[src/rtl/game_pkg.sv]
// Shared types and constants for the binary math game round controller.
package game_pkg;

  localparam int NUM_W = 4;
  localparam int ANS_W = 5;

  localparam logic OP_ADD = 1'b0;
  localparam logic OP_SUB = 1'b1;

  typedef enum logic [3:0] {
    ST_IDLE,
    ST_REQ_A,
    ST_CAP_A,
    ST_REQ_B,
    ST_CAP_B,
    ST_REQ_OP,
    ST_CAP_OP,
    ST_ASK,
    ST_DONE
  } state_t;

endpackage

[src/rtl/answer_calc.sv]
// Combinational answer generator: decides whether the operands must be swapped
// so a subtraction stays non-negative, and forms the expected 5-bit result.
module answer_calc
  import game_pkg::*;
(
  input  logic [NUM_W-1:0] a_i,
  input  logic [NUM_W-1:0] b_i,
  input  logic             op_i,
  output logic             swap_o,
  output logic [ANS_W-1:0] expected_o
);

  logic [ANS_W-1:0] a_ext;
  logic [ANS_W-1:0] b_ext;

  assign a_ext = ANS_W'(a_i);
  assign b_ext = ANS_W'(b_i);

  // Sum for add; larger minus smaller for subtract.
  always_comb begin
    swap_o = (op_i == OP_SUB) && (a_i < b_i);
    if (op_i == OP_ADD) begin
      expected_o = a_ext + b_ext;
    end else if (swap_o) begin
      expected_o = b_ext - a_ext;
    end else begin
      expected_o = a_ext - b_ext;
    end
  end

endmodule

[src/rtl/question_round_ctrl.sv]
// Round controller for the binary math game. Draws operand A, operand B and
// an operator bit from the LFSR source (one Enable pulse per draw, with an
// idle-Enable cycle between draws), asks the question, judges the answer and
// keeps a saturating score over ROUNDS rounds.
// Optional feature: define ROUND_TIMER_EN to add a per-question timeout of
// TIMEOUT_CYC cycles; expiry counts as a wrong answer.
module question_round_ctrl
  import game_pkg::*;
#(
  parameter int ROUNDS      = 10,
  parameter int SCORE_W     = 8,
  parameter int TIMEOUT_CYC = 500000000
) (
  input  logic               Clock,
  input  logic               Reset,
  input  logic               Start,
  input  logic               Submit,
  input  logic [ANS_W-1:0]   Answer,
  input  logic [NUM_W-1:0]   Rand,
  output logic               RandEnable,
  output logic [NUM_W-1:0]   OpA,
  output logic [NUM_W-1:0]   OpB,
  output logic               OpSub,
  output logic               Asking,
  output logic               Correct,
  output logic               Wrong,
  output logic [SCORE_W-1:0] Score,
  output logic [7:0]         Round,
  output logic               GameOver
);

  localparam logic [7:0] ROUNDS_L = 8'(ROUNDS);

  state_t             state_q,   state_d;
  logic [NUM_W-1:0]   opa_q,     opa_d;
  logic [NUM_W-1:0]   opb_q,     opb_d;
  logic               opsub_q,   opsub_d;
  logic [ANS_W-1:0]   exp_q,     exp_d;
  logic [SCORE_W-1:0] score_q,   score_d;
  logic [7:0]         round_q,   round_d;
  logic               correct_q, correct_d;
  logic               wrong_q,   wrong_d;

  logic               swap;
  logic [ANS_W-1:0]   calc_exp;
  logic [7:0]         round_inc;
  logic               expired;

  function automatic logic [SCORE_W-1:0] sat_inc(input logic [SCORE_W-1:0] v);
    return (&v) ? v : v + SCORE_W'(1);
  endfunction

  // The operator bit is judged live from Rand during CAP_OP so Expected and
  // the swapped operands land on the same edge as OpSub.
  answer_calc u_answer_calc (
    .a_i        (opa_q),
    .b_i        (opb_q),
    .op_i       (Rand[0]),
    .swap_o     (swap),
    .expected_o (calc_exp)
  );

  assign round_inc = round_q + 8'd1;

`ifdef ROUND_TIMER_EN
  localparam int TMR_W = (TIMEOUT_CYC > 1) ? $clog2(TIMEOUT_CYC) : 1;

  logic [TMR_W-1:0] tmr_q, tmr_d;

  assign expired = (state_q == ST_ASK) && (tmr_q == '0);

  // Load the budget on the way into ASK, count down while asking.
  always_comb begin
    tmr_d = tmr_q;
    if (state_q == ST_CAP_OP) begin
      tmr_d = TMR_W'(TIMEOUT_CYC - 1);
    end else if ((state_q == ST_ASK) && (tmr_q != '0)) begin
      tmr_d = tmr_q - TMR_W'(1);
    end
  end

  // Timer register.
  always_ff @(posedge Clock) begin
    if (!Reset) begin
      tmr_q <= '0;
    end else begin
      tmr_q <= tmr_d;
    end
  end
`else
  logic timer_unused;
  assign timer_unused = (TIMEOUT_CYC == 0);
  assign expired      = 1'b0;
`endif

  // Next-state, operand capture, judging and score/round bookkeeping.
  always_comb begin
    state_d   = state_q;
    opa_d     = opa_q;
    opb_d     = opb_q;
    opsub_d   = opsub_q;
    exp_d     = exp_q;
    score_d   = score_q;
    round_d   = round_q;
    correct_d = 1'b0;
    wrong_d   = 1'b0;

    unique case (state_q)
      ST_IDLE, ST_DONE: begin
        if (Start) begin
          state_d = ST_REQ_A;
          score_d = '0;
          round_d = '0;
        end
      end
      ST_REQ_A:  state_d = ST_CAP_A;
      ST_CAP_A: begin
        opa_d   = Rand;
        state_d = ST_REQ_B;
      end
      ST_REQ_B:  state_d = ST_CAP_B;
      ST_CAP_B: begin
        opb_d   = Rand;
        state_d = ST_REQ_OP;
      end
      ST_REQ_OP: state_d = ST_CAP_OP;
      ST_CAP_OP: begin
        opsub_d = Rand[0];
        exp_d   = calc_exp;
        if (swap) begin
          opa_d = opb_q;
          opb_d = opa_q;
        end
        state_d = ST_ASK;
      end
      ST_ASK: begin
        if (Submit || expired) begin
          if (Submit && (Answer == exp_q)) begin
            correct_d = 1'b1;
            score_d   = sat_inc(score_q);
          end else begin
            wrong_d = 1'b1;
          end
          round_d = round_inc;
          state_d = (round_inc == ROUNDS_L) ? ST_DONE : ST_REQ_A;
        end
      end
      default:   state_d = ST_IDLE;
    endcase
  end

  // State and datapath registers.
  always_ff @(posedge Clock) begin
    if (!Reset) begin
      state_q   <= ST_IDLE;
      opa_q     <= '0;
      opb_q     <= '0;
      opsub_q   <= 1'b0;
      exp_q     <= '0;
      score_q   <= '0;
      round_q   <= '0;
      correct_q <= 1'b0;
      wrong_q   <= 1'b0;
    end else begin
      state_q   <= state_d;
      opa_q     <= opa_d;
      opb_q     <= opb_d;
      opsub_q   <= opsub_d;
      exp_q     <= exp_d;
      score_q   <= score_d;
      round_q   <= round_d;
      correct_q <= correct_d;
      wrong_q   <= wrong_d;
    end
  end

  assign RandEnable = (state_q == ST_REQ_A) || (state_q == ST_REQ_B) ||
                      (state_q == ST_REQ_OP);
  assign Asking     = (state_q == ST_ASK);
  assign GameOver   = (state_q == ST_DONE);
  assign OpA        = opa_q;
  assign OpB        = opb_q;
  assign OpSub      = opsub_q;
  assign Correct    = correct_q;
  assign Wrong      = wrong_q;
  assign Score      = score_q;
  assign Round      = round_q;

endmodule

[config.mk]
export PLATFORM = sky130hd
export DESIGN_NAME = question_round_ctrl
export DESIGN_NICKNAME = d
export VERILOG_FILES = /design/src/rtl/game_pkg.sv /design/src/rtl/answer_calc.sv /design/src/rtl/question_round_ctrl.sv
export SDC_FILE = /design/constraint.sdc
export NUM_CORES = 1
export LEC_CHECK = 0
export ABC_AREA = 1
export CORE_ASPECT_RATIO = 0.75
export CORE_UTILIZATION = 35
export CTS_CLUSTER_SIZE = 16
export DETAILED_ROUTE_END_ITERATION = 7
export HOLD_SLACK_MARGIN = 0.12
export SYNTH_ARGS = -nofsm -noshare
export SYNTH_HDL_FRONTEND = slang
export SYNTH_SLANG_ARGS = --single-unit
[constraint.sdc]
create_clock -name Clock -period 2.4 [get_ports Clock]
set_clock_uncertainty 0.05 [all_clocks]
set_input_delay 0.36 -clock Clock [delete_from_list [all_inputs] [get_ports Clock]]
set_output_delay 0.36 -clock Clock [all_outputs]
set_load 0.02 [all_outputs]
* After elaboration in Yosys (flattened, before gate mapping)
Cells that the tools add are included.
Cells by class: equality and inequality tests 15, add/subtract/negate cells 5, multiplexer cells 19, reduce and logical (&&, ||, !) cells 16, magnitude comparators 1
Operators by type and width (number):
- 2-to-1 mux 8 bit | 5
- one-hot mux 4 bit (8 select lines) | 1
- one-hot mux 8 bit (2 select lines) | 2
- 2-to-1 mux 4 bit | 5
- adder 8 x 1 -> 8 bit, second input constant | 2
- == test 4 x 3 -> 1 bit, second input constant | 4
- one-hot mux 4 bit (2 select lines) | 2
- 2-to-1 mux 5 bit | 2
- subtractor 4 x 4 -> 5 bit | 2
- == test 4 x 2 -> 1 bit, second input constant | 2
- == test 8 x 4 -> 1 bit, second input constant | 1
- != test 2 bit, second input constant | 4
- AND reduction 8 bit | 1
- AND reduction 2 bit | 3
- AND reduction 3 bit | 2
- nonzero test 2 bit | 3
- adder 4 x 4 -> 5 bit | 1
- == test 5 bit | 1
- AND reduction 5 bit | 1
- == test 4 x 1 -> 1 bit, second input constant | 1
- == test 4 bit, second input constant | 1
- logical NOT 4 bit | 1
- less-than comparator 4 bit | 1
- logical AND 1 bit | 2
- other kinds (4) | 6
Storage, ports and cells: output and inout port bits 30, flip-flop bits (word level) 36, input port bits 13, logic and storage cells 65

* Depth between registers and ports, before layout
depth after elaboration 5, mapped depth 13, depth with buffers taken out 12

* By module
A second synthesis with hierarchy kept.
Second synthesis, totals: cell total of the unflattened synthesis 368, area total of the unflattened synthesis 2458.6 µm²
By module, submodules not included:
- question_round_ctrl | area each 1906.8 µm², cells an instance 285, instances 1, seq. area each 720.7 µm²
- answer_calc | area each 551.8 µm², cells an instance 83, instances 1, seq. area each 0.0 µm²

* Worst setup path after synthesis
OpenSTA, ideal clock, no wires.
path kind flip-flop to flip-flop, start point reg opa_q[1] (netlist: OpA[1]), end point reg opa_q[1] (netlist: OpA[1]), clock period less this slack 1977 ps, arrival time 1811 ps, required time 2234 ps, path slack 423 ps, cell stages (with the launch flop) 11, path through dfxtp_1 > inv_1 > ha_1 > nand3b_1 > nand2_1 > a21oi_2 > nand2_1 > nand2_1 > inv_1 > nor2_1 > nor2_1
On the way: cells in the longest elaborated chain, start to end 4
Ends and longest elaborated chain:
- start, declared | RTL line question_round_ctrl.sv:35 | logic [NUM_W-1:0] opa_q, opa_d;
- start signal, assigned | RTL line question_round_ctrl.sv:166 | opa_q <= opa_d;
- less-than comparator 4 bit | RTL line answer_calc.sv:21 | swap_o = (op_i == OP_SUB) && (a_i < b_i);
- logical AND 1 bit | RTL line answer_calc.sv:21
- != test 2 bit (no source line)
- AND reduction 2 bit (no source line)
Every way passes these cells. A chain may end at the register's enable or synchronous reset.

* Worst setup path after layout
start point reg state_q[0], end point out GameOver
On the way: cells in the longest elaborated chain, start to end 1
Ends and longest elaborated chain:
- start, declared | RTL line question_round_ctrl.sv:34 | state_t state_q, state_d;
- start signal, assigned | RTL line question_round_ctrl.sv:165 | state_q <= state_d;
- == test 4 bit | RTL line question_round_ctrl.sv:180 | assign GameOver = (state_q == ST_DONE);
- end, declared | RTL line question_round_ctrl.sv:29 | output logic GameOver
Every way passes these cells.

==> out/summary.txt <==
status: complete, no violations
HPWL Detailed: 4.827 mm
wire length of the first global-routing pass: 10.41 mm
syn nets: 413
CP startpoint: state_q[0]$_SDFFE_PN0P_
start point of the worst min-delay path: Score[7]$_SDFFE_PN0P_
drt drc: 0
io pins: 43
cell leakage power: 1.392 nW
Int Pwr: 1.027 mW
max_slew headroom: 71.55%
CTS HTree Levels: 2
clock latency on the worst-skew pair: 0.29 ns
Power Density: 485.0 nW/um^2
All-Layer GR Usage: 17.82%
Reg clk slew, reported paths: 0.07 ns
Post-Place Cells: 523
Post-synth EDFFs: 0
# port buffers: 42
Root Driver: clkbuf_8
total core area: 6864 sq um
chip height: 75.23 microns
CTS tree: done
Post-CTS Hold Fix Bufs: 0
pre-CTS WS: 0.3621 ns
largest net degree at the start of global routing: 16
Avg Inst Size Synth: 6.551 sq um
Starting Density: 36.46%
RSZ-0062 raised after global routing: false
setup TNS: 0 ns
crit end category: output pin
final WL: 6.210 mm
post-layout util: 45.99%
Final Hold Viols: 0
cell area after synthesis: 2502 sq um
Synth async-reset ratio: 0%
Switch Pwr: 504.3 uW
fraction of layout cells with a size suffix above 1: 6.697%
setup ws final: 0.1779 ns
total CTS buffers: 5
die span in x: 99.64 microns
overall power: 1.531 mW
Post-CTS Resized: 0
Ys Warns: 0
Worst Tran Pin Value: 0.4252 ns
CP Launch Type: flip-flop
combinational fraction of design power: 28.9%
power share of the clock group: 29.4%
Nets: 463
Final GP Congestion: 0.8873
row cnt: 26
max_cap viols: 0
die area: 7495 sq um
CP Class: reg2out
CP required: 1.99 ns
placed inst area: 3067 sq um
Hold Slack: 0.4498 ns
Switching Fraction: 32.94%
Worst Path Max Fanout: 5
crit path DAT: 1.81 ns
max-slew violations: 0
CTS max path bufs: 2
VDD IR max: 216.8 uV
Final Cycle Share: 92.59%
Synth Flop Type: dfxtp_1
register area share after synthesis: 28.80%
TritonCTS Sinks: 36
Gate Count Post-Synth: 382
Flop pwr share: 41.6%
Hold WC Path Type: reg2reg
Cell variety after synth: 31
Initial DRT Pass Iterations: 4
area delta synth->final: 26.15%
Routed WL per cell: 11.69 microns
Final Cell Area: 3157 sq um
Final Setup Violations: 0
achievable frequency: 0.4500 GHz
fin cells: 531
ANT nets after route: 0
#FFs+latches synth: 36
DRT iter0 DRCs: 152
# Post-CTS Setup Buffers: 0
Via Count: 2,434
fin crit period: 2.222 ns
total congestion overflow: 0
RR Startpoint: OpB[1]$_SDFFE_PN0P_
vias in the first global route: 2,187
vias per cell: 4.584
Antenna diodes: 0
initial antenna violation count: 0
==> synthesized netlist by cell type (4+ instances only) <==
cell,instances,area (sq um)
ha_1,15,187.7
nand2_1,97,364.1
a21oi_1,28,140.1
inv_1,57,214.0
xor2_1,5,43.79
o21ai_0,23,115.1
dfxtp_1,36,720.7
nand3b_1,4,30.03
nor2_1,42,157.7
clkbuf_1,6,22.52
nand3_1,21,105.1
nor3_1,4,20.02
nand4_1,12,75.07
==> critical path, cell delays in order, from the launching register on <==
cell and delay, ns:
dfxtp_1 0.33, inv_1 0.12, nand2_1 0.08, nor2_1 0.16, inv_1 0.11, nor2_1 0.11, clkdlybuf4s50_1 0.62
==> path summary, 6_finish.rpt <==
kind	end	slack (ns)	cells past startpoint
max reg2reg	OpB[1]$_SDFFE_PN0P_	0.31	10
min	Score[7]$_SDFFE_PN0P_	0.45	2
max	GameOver	0.18	6
min reg2reg	Score[7]$_SDFFE_PN0P_	0.45	2
==> cells in the final DEF (no fill, tap or decap), drive strengths merged <==
master	count
a211oi	2
a21oi	31
a31oi	1
buf	11
clkbuf	8
clkdlybuf4s50	42
dfxtp	36
fa	3
ha	15
inv	61
nand2	99
nand3	22
nand3b	4
nand4	12
nor2	44
nor3	4
o21ai	23
o21bai	2
o311ai	1
o31ai	3
or2	1
xnor2	3
xor2	5
==> sequential cells by signal, indices dropped and copies added, names as in the netlist <==
register	flops
OpB	4
Score	8
exp_q	5
OpSub	1
Wrong	1
Correct	1
OpA	4
state_q	4
Round	8
==> power by group through the flow <==
stage | clock network (mW) | logic, mW | registers (mW)
3_3_place_gp | 0 | 0.445 | 0.650
4_1_cts | 0.466 | 0.442 | 0.637
3_5_place_dp | 0 | 0.441 | 0.650
2_1_floorplan | 0 | 0.291 | 0.666
6_report | 0.451 | 0.443 | 0.637
5_1_grt | 0.490 | 0.496 | 0.640
==> kinds of logic after synthesis <==
family	after synthesis	share of synthesized area [%]
flops	36	28.80
fa+ha+maj	18	9.900
compound gates	63	14.25
simple gates	186	32.45
xor+xnor	8	2.800
buf+inv	71	11.80
==> layout make-up <==
cell class,count,area [sq um]
well taps,98,122.6
repair buffers,53,503.0
multi-input cells,275,1486
flip-flops and latches,36,720.7
inverters,61,234.0
clock buffers,8,90.09
fillers,714,3707
==> metal layers <==
metal,global-route usage [%],wire length [microns],vias to the layer above
li1,-,-,1313
met3,3.250,202,6
met2,25.15,2345,39
met5,0,0,-
met1,27.13,3597,1076
met4,5.392,65,0
Note: power is estimated with default switching activity, not from simulation.
